`src/rtl/div32_issue_ctrl.sv`:
```
// Issue/retire wrapper around a fixed-latency unsigned 32-bit pipelined divider.
// Handles signed operands and divide-by-zero, limits issue by credit, and returns results in order from a FIFO.
module div32_issue_ctrl #(
  parameter int unsigned LATENCY    = 32,
  parameter int unsigned FIFO_DEPTH = 34
) (
  input  logic        clk,
  input  logic        rst,
  input  logic        in_valid,
  output logic        in_ready,
  input  logic [31:0] in_dividend,
  input  logic [31:0] in_divisor,
  input  logic        in_signed,
  output logic [31:0] div_dataa,
  output logic [31:0] div_datab,
  input  logic [31:0] div_quotient,
  output logic        out_valid,
  input  logic        out_ready,
  output logic [31:0] out_quotient,
  output logic        out_dbz
);

  localparam int unsigned CW = $clog2(FIFO_DEPTH + 1);
  localparam int unsigned SW = CW + 1;
  localparam int unsigned PW = (FIFO_DEPTH > 1) ? $clog2(FIFO_DEPTH) : 1;

  typedef struct packed {
    logic valid;
    logic neg;
    logic dbz;
  } tag_t;

  typedef struct packed {
    logic        dbz;
    logic [31:0] quotient;
  } res_t;

  logic          sign_a, sign_b;
  logic [31:0]   mag_a, mag_b;
  logic          accept, push, pop;
  tag_t          new_tag, ret_tag;
  res_t          push_data, head;
  tag_t          tag_q [LATENCY+1];
  res_t          mem [FIFO_DEPTH];
  logic [PW-1:0] wr_ptr, rd_ptr, wr_ptr_nxt, rd_ptr_nxt;
  logic [CW-1:0] inflight, fifo_count, inflight_nxt, fifo_count_nxt;
  logic [SW-1:0] credit_used;

  // Operand conditioning, retire formatting and next-state bookkeeping.
  always_comb begin
    sign_a = in_signed & in_dividend[31];
    sign_b = in_signed & in_divisor[31];
    mag_a  = sign_a ? 32'(~in_dividend + 32'd1) : in_dividend;
    mag_b  = sign_b ? 32'(~in_divisor + 32'd1) : in_divisor;
    accept = in_valid & in_ready;

    new_tag.valid = accept;
    new_tag.neg   = sign_a ^ sign_b;
    new_tag.dbz   = (in_divisor == 32'd0);

    // tag_q[LATENCY] lines up with the quotient the divider presents this cycle
    ret_tag        = tag_q[LATENCY];
    push           = ret_tag.valid;
    pop            = out_valid & out_ready;
    push_data.dbz  = ret_tag.dbz;
    if (ret_tag.dbz) begin
      push_data.quotient = 32'hFFFF_FFFF;
    end else if (ret_tag.neg) begin
      push_data.quotient = 32'(~div_quotient + 32'd1);
    end else begin
      push_data.quotient = div_quotient;
    end

    inflight_nxt   = inflight + CW'(accept) - CW'(push);
    fifo_count_nxt = fifo_count + CW'(push) - CW'(pop);

    wr_ptr_nxt = wr_ptr;
    if (push) begin
      wr_ptr_nxt = (wr_ptr == PW'(FIFO_DEPTH - 1)) ? '0 : wr_ptr + PW'(1);
    end
    rd_ptr_nxt = rd_ptr;
    if (pop) begin
      rd_ptr_nxt = (rd_ptr == PW'(FIFO_DEPTH - 1)) ? '0 : rd_ptr + PW'(1);
    end

    // Next head bypasses the array only when the pushed entry becomes the head
    head        = (push && (wr_ptr == rd_ptr_nxt)) ? push_data : mem[rd_ptr_nxt];
    credit_used = SW'(inflight_nxt) + SW'(fifo_count_nxt);
  end

  always_ff @(posedge clk or posedge rst) begin
    if (rst) begin
      in_ready     <= 1'b0;
      div_dataa    <= '0;
      div_datab    <= '0;
      for (int i = 0; i <= int'(LATENCY); i++) tag_q[i] <= '0;
      wr_ptr       <= '0;
      rd_ptr       <= '0;
      inflight     <= '0;
      fifo_count   <= '0;
      out_valid    <= 1'b0;
      out_quotient <= '0;
      out_dbz      <= 1'b0;
    end else begin
      in_ready <= (credit_used < SW'(FIFO_DEPTH));
      if (accept) begin
        div_dataa <= mag_a;
        div_datab <= mag_b;
      end
      tag_q[0] <= new_tag;
      for (int i = 1; i <= int'(LATENCY); i++) tag_q[i] <= tag_q[i-1];
      wr_ptr     <= wr_ptr_nxt;
      rd_ptr     <= rd_ptr_nxt;
      inflight   <= inflight_nxt;
      fifo_count <= fifo_count_nxt;
      out_valid  <= (fifo_count_nxt != '0);
      if (fifo_count_nxt != '0) begin
        out_quotient <= head.quotient;
        out_dbz      <= head.dbz;
      end
    end
  end

  // Result storage; contents need no reset since occupancy is tracked separately.
  always_ff @(posedge clk) begin
    if (push) mem[wr_ptr] <= push_data;
  end

  // Credit must make a push into a full FIFO unreachable.
  always_ff @(posedge clk) begin
    if (!rst) assert (!(push && (fifo_count == CW'(FIFO_DEPTH)) && !pop));
  end

endmodule
```
`config.mk`:
```
export PLATFORM = sky130hd
export DESIGN_NAME = div32_issue_ctrl
export DESIGN_NICKNAME = d
export VERILOG_FILES = /design/src/rtl/div32_issue_ctrl.sv
export SDC_FILE = /design/constraint.sdc
export NUM_CORES = 2
export LEC_CHECK = 0
export CAP_MARGIN = 20
export CORE_UTILIZATION = 25
export CTS_CLUSTER_DIAMETER = 50
export CTS_CLUSTER_SIZE = 12
export DETAILED_ROUTE_END_ITERATION = 10
export GPL_ROUTABILITY_DRIVEN = 0
export HOLD_SLACK_MARGIN = 0.05
export PLACE_DENSITY = 0.42
export SETUP_SLACK_MARGIN = 0.15
export SLEW_MARGIN = 20
export SYNTH_ARGS = -nofsm -noshare
export SYNTH_HDL_FRONTEND = slang
export SYNTH_SLANG_ARGS = --single-unit
```
`constraint.sdc`:
```
create_clock -name clk -period 10.3 [get_ports clk]
set_clock_uncertainty 0.15 [all_clocks]
set_input_delay 2.06 -clock clk [delete_from_list [all_inputs] [get_ports clk]]
set_output_delay 2.06 -clock clk [all_outputs]
set_load 0.01 [all_outputs]
```
==> impl_metrics.env <==
export IMPL_status="finished clean"
export IMPL_final_cell_mix="edfxtp_1, nand2_1, dfrtp_1, clkdlybuf4s50_1, nand3_1"
export IMPL_yosysTopAreaCellShare_pct=59.3
export IMPL_r2r_slack_ns=4.30
export IMPL_start_util_pct=25.2
export IMPL_synth_top_cell_by_area="edfxtp_1"
export IMPL_cts_buffer_depth=3
export IMPL_clk_latency_ns=0.81
export IMPL_cts_resized_gates=0
export IMPL_core_area_um2=225000
export IMPL_cp_max_fo=46
export IMPL_synthArstFlopShare_pct=16.5
export IMPL_die_area_um2=229000
export IMPL_clk_pin_slew_worst_paths_ns=0.06
export IMPL_power_net_switching_uw=7170
export IMPL_rsz0062_at_grt="no"
export IMPL_finalWorstSetupSlack_ns=3.03
export IMPL_power_frac_seq_pct=34.6
export IMPL_worstMarginPinSlew_ns=1.05
export IMPL_maxSlewViolCount=0
export IMPL_yosys_area_share_adder_pct=0.613
export IMPL_overflow=0
export IMPL_drc=0
export IMPL_r2r_cells=15
export IMPL_crit_type="in -> reg"
export IMPL_ios=200
export IMPL_rows=174
export IMPL_finalCriticalPeriod_ns=7.27
export IMPL_initialDrtViolationCount=2795
export IMPL_cp_end_kind="flip-flop"
export IMPL_hold_end="tag_q[80]"
export IMPL_maxCapViolCount=0
export IMPL_holdCritPathClass="reg -> reg"
export IMPL_p_total_uw=19300
export IMPL_ys_seq_elements=1344
export IMPL_tns_ns=0
export IMPL_ys_types=78
export IMPL_antenna_found_initial=4
export IMPL_switching_share_pct=37.2
export IMPL_first_global_vias=37100
export IMPL_hold_depth=0
export IMPL_arrival_ns=7.85
export IMPL_synth_compound_area_share_pct=9.08
export IMPL_die_height_um=479
export IMPL_hold_buffers=0
export IMPL_htree_levels=4
export IMPL_fin_util_pct=30.3
export IMPL_pwr_share_clk_pct=31.0
export IMPL_chipWidth_um=479
export IMPL_wl_um=185000
export IMPL_crit_required_ns=10.88
export IMPL_track_usage_pct=15.9
export IMPL_netlist_instances=4307
export IMPL_final_common_cell="edfxtp_1"
export IMPL_cts_root_buf="clkbuf_16"
export IMPL_grt_max_degree=201
export IMPL_synth_edf_count=1122
export IMPL_synth_top_family_by_area="simple AND/OR/NAND/NOR gates"
export IMPL_nNetsFinal=4619
export IMPL_hold_viol_final=0
export IMPL_synthSimpleGateAreaFrac_pct=11.9
export IMPL_ir_worst_vdd_uv=212
export IMPL_setup_viol=0
export IMPL_finalCritPeriodShare_pct=70.6
export IMPL_io_buffers=199
export IMPL_avgSynthCellArea_um2=13.2
export IMPL_synthXorXnorAreaFrac_pct=1.75
export IMPL_hpwlAfterDp_um=105000
export IMPL_cts_sinks=1344
export IMPL_synth_main_ff_cell="edfxtp_1"
export IMPL_synth_warnings=0
export IMPL_synth_area_leaders="edfxtp_1, dfrtp_1, nand2_1, mux2_2, mux2i_1"
export IMPL_pre_cts_ws_ns=2.22
export IMPL_muxShareOfSynthArea_pct=5.03
export IMPL_ant_nets=0
export IMPL_first_pass_iters=6
export IMPL_r2r_start="out_valid"
export IMPL_synth_seq_area_share_pct=69.1
export IMPL_cts_tree="done"
export IMPL_fmax_mhz=137
export IMPL_netlist_area_um2=56800
export IMPL_synthToLayoutAreaGrowth_pct=20.1
export IMPL_vias_per_cell=4.85
export IMPL_slew_headroom_pct=29.7
export IMPL_power_frac_comb_pct=34.4
export IMPL_post_cts_setup_buffers=0
export IMPL_cp_startpoint="out_ready"
export IMPL_grt_first_pass_wirelength_um=268000
export IMPL_r2r_end="out_quotient[13]"
export IMPL_startpoint_type="input pin"
export IMPL_vias=36900
export IMPL_final_layout_size_suffix_gt1_share_pct=13.1
export IMPL_cts_made_buffers=165
export IMPL_intPower_uw=12100
export IMPL_wl_per_cell_um=24.3
export IMPL_min_from="tag_q[83]"
export IMPL_syn_num_nets=4434
export IMPL_p_leak_uw=0.0232
export IMPL_power_density_nw_per_um2=283
==> worst max path at each step <==
stage                     cells past startpoint                to  slack, ns
after CTS                                    16           out_dbz       3.10
after global placement                       16  out_quotient[14]       2.28
after floorplan                               1      div_dataa[0]       2.01
final                                        16  out_quotient[13]       3.03
after detailed placement                     16  out_quotient[13]       2.22
after global routing                         16           out_dbz       2.74
==> synthesized netlist by cell type (17+ instances only) <==
cell and instances:
a211oi_1 62, a21oi_1 88, a22oi_1 23, a31oi_1 103, a32oi_1 64, a41oi_1 21, and3_1 48, buf_1 18
buf_2 48, clkbuf_1 218, dfrtp_1 222, edfxtp_1 1122, ha_1 23, inv_1 49, mux2_2 148, mux2i_1 119
nand2_1 894, nand3_1 185, nand4b_1 92, nor2_1 98, nor3_1 55, o2111ai_1 82, o21ai_0 130, o22ai_1 46
o31ai_1 17, or3_1 20, xnor2_1 63, xor2_1 45
==> flip-flops by register name, summed over array words and instances (netlist names), 6 cells and up <==
name	cells
out_quotient	32
tag_q	96
mem	1122
rd_ptr	6
div_datab	32
wr_ptr	6
fifo_count	6
inflight	6
div_dataa	32
==> cell type report <==
| type | count | area, µm² |
|---|---|---|
| antenna | 1 | 2.50 |
| clock buffer | 195 | 4340 |
| sequential | 1344 | 39300 |
| multi-input combinational | 2615 | 16500 |
| tap | 2992 | 3740 |
| inverter | 51 | 211 |
| timing repair buffer | 315 | 2900 |
| fill | 22600 | 157000 |
| clock inverter | 101 | 1250 |
==> critical path, stage by stage <==
cell             delay, ns
clkdlybuf4s50_1       0.65
nand2_4               0.41
inv_4                 0.73
ha_1                  0.36
inv_1                 0.06
ha_1                  0.17
inv_1                 0.07
fa_1                  0.43
nor2b_1               0.17
o21ai_0               0.11
a2bb2oi_1             0.42
nor4_2                0.11
inv_2                 0.63
nand2_1               0.57
or4_1                 0.65
o22ai_1               0.19
==> cell families (layout without fill, tap and decap cells) <==
group	count (synthesis)	in the layout
muxes	267	267
DFF	1344	1344
other	0	1
AOI/OAI and AO/OA	739	739
and+or+nand+nor	1473	1473
adders and majority gates	26	26
buffers and inverters	348	662
xor gates and xnor gates	110	110
==> routing by layer <==
metal / up-vias / routed length [µm] / global-route usage (%)
met5: - / 0 / 0
met4: 0 / 3390 / 3.68
met3: 218 / 8910 / 2.71
met2: 858 / 88600 / 26.4
met1: 19100 / 84200 / 21.5
li1: 16700 / - / -
==> power groups by stage <==
stage | Combinational (µW) | Clock [µW] | Sequential, µW
after floorplan | 4080 | 0 | 6670
after global placement | 6670 | 0 | 6800
after detailed placement | 6690 | 0 | 6790
after CTS | 6710 | 6130 | 6690
after global routing | 7190 | 6330 | 6720
final | 6630 | 5980 | 6670
==> per-stage QoR <==
step / hold slack, ns / instance area (µm²) / cells
2_1_floorplan: 0.181 / 56800 / 4307
3_3_place_gp: 0.182 / 62600 / 7316
3_5_place_dp: 0.185 / 62600 / 7316
4_1_cts: 0.189 / 68200 / 7612
5_1_grt: 0.197 / 68200 / 7613
6_report: 0.185 / 68200 / 7614
Note: power is estimated with default switching activity, not from simulation.
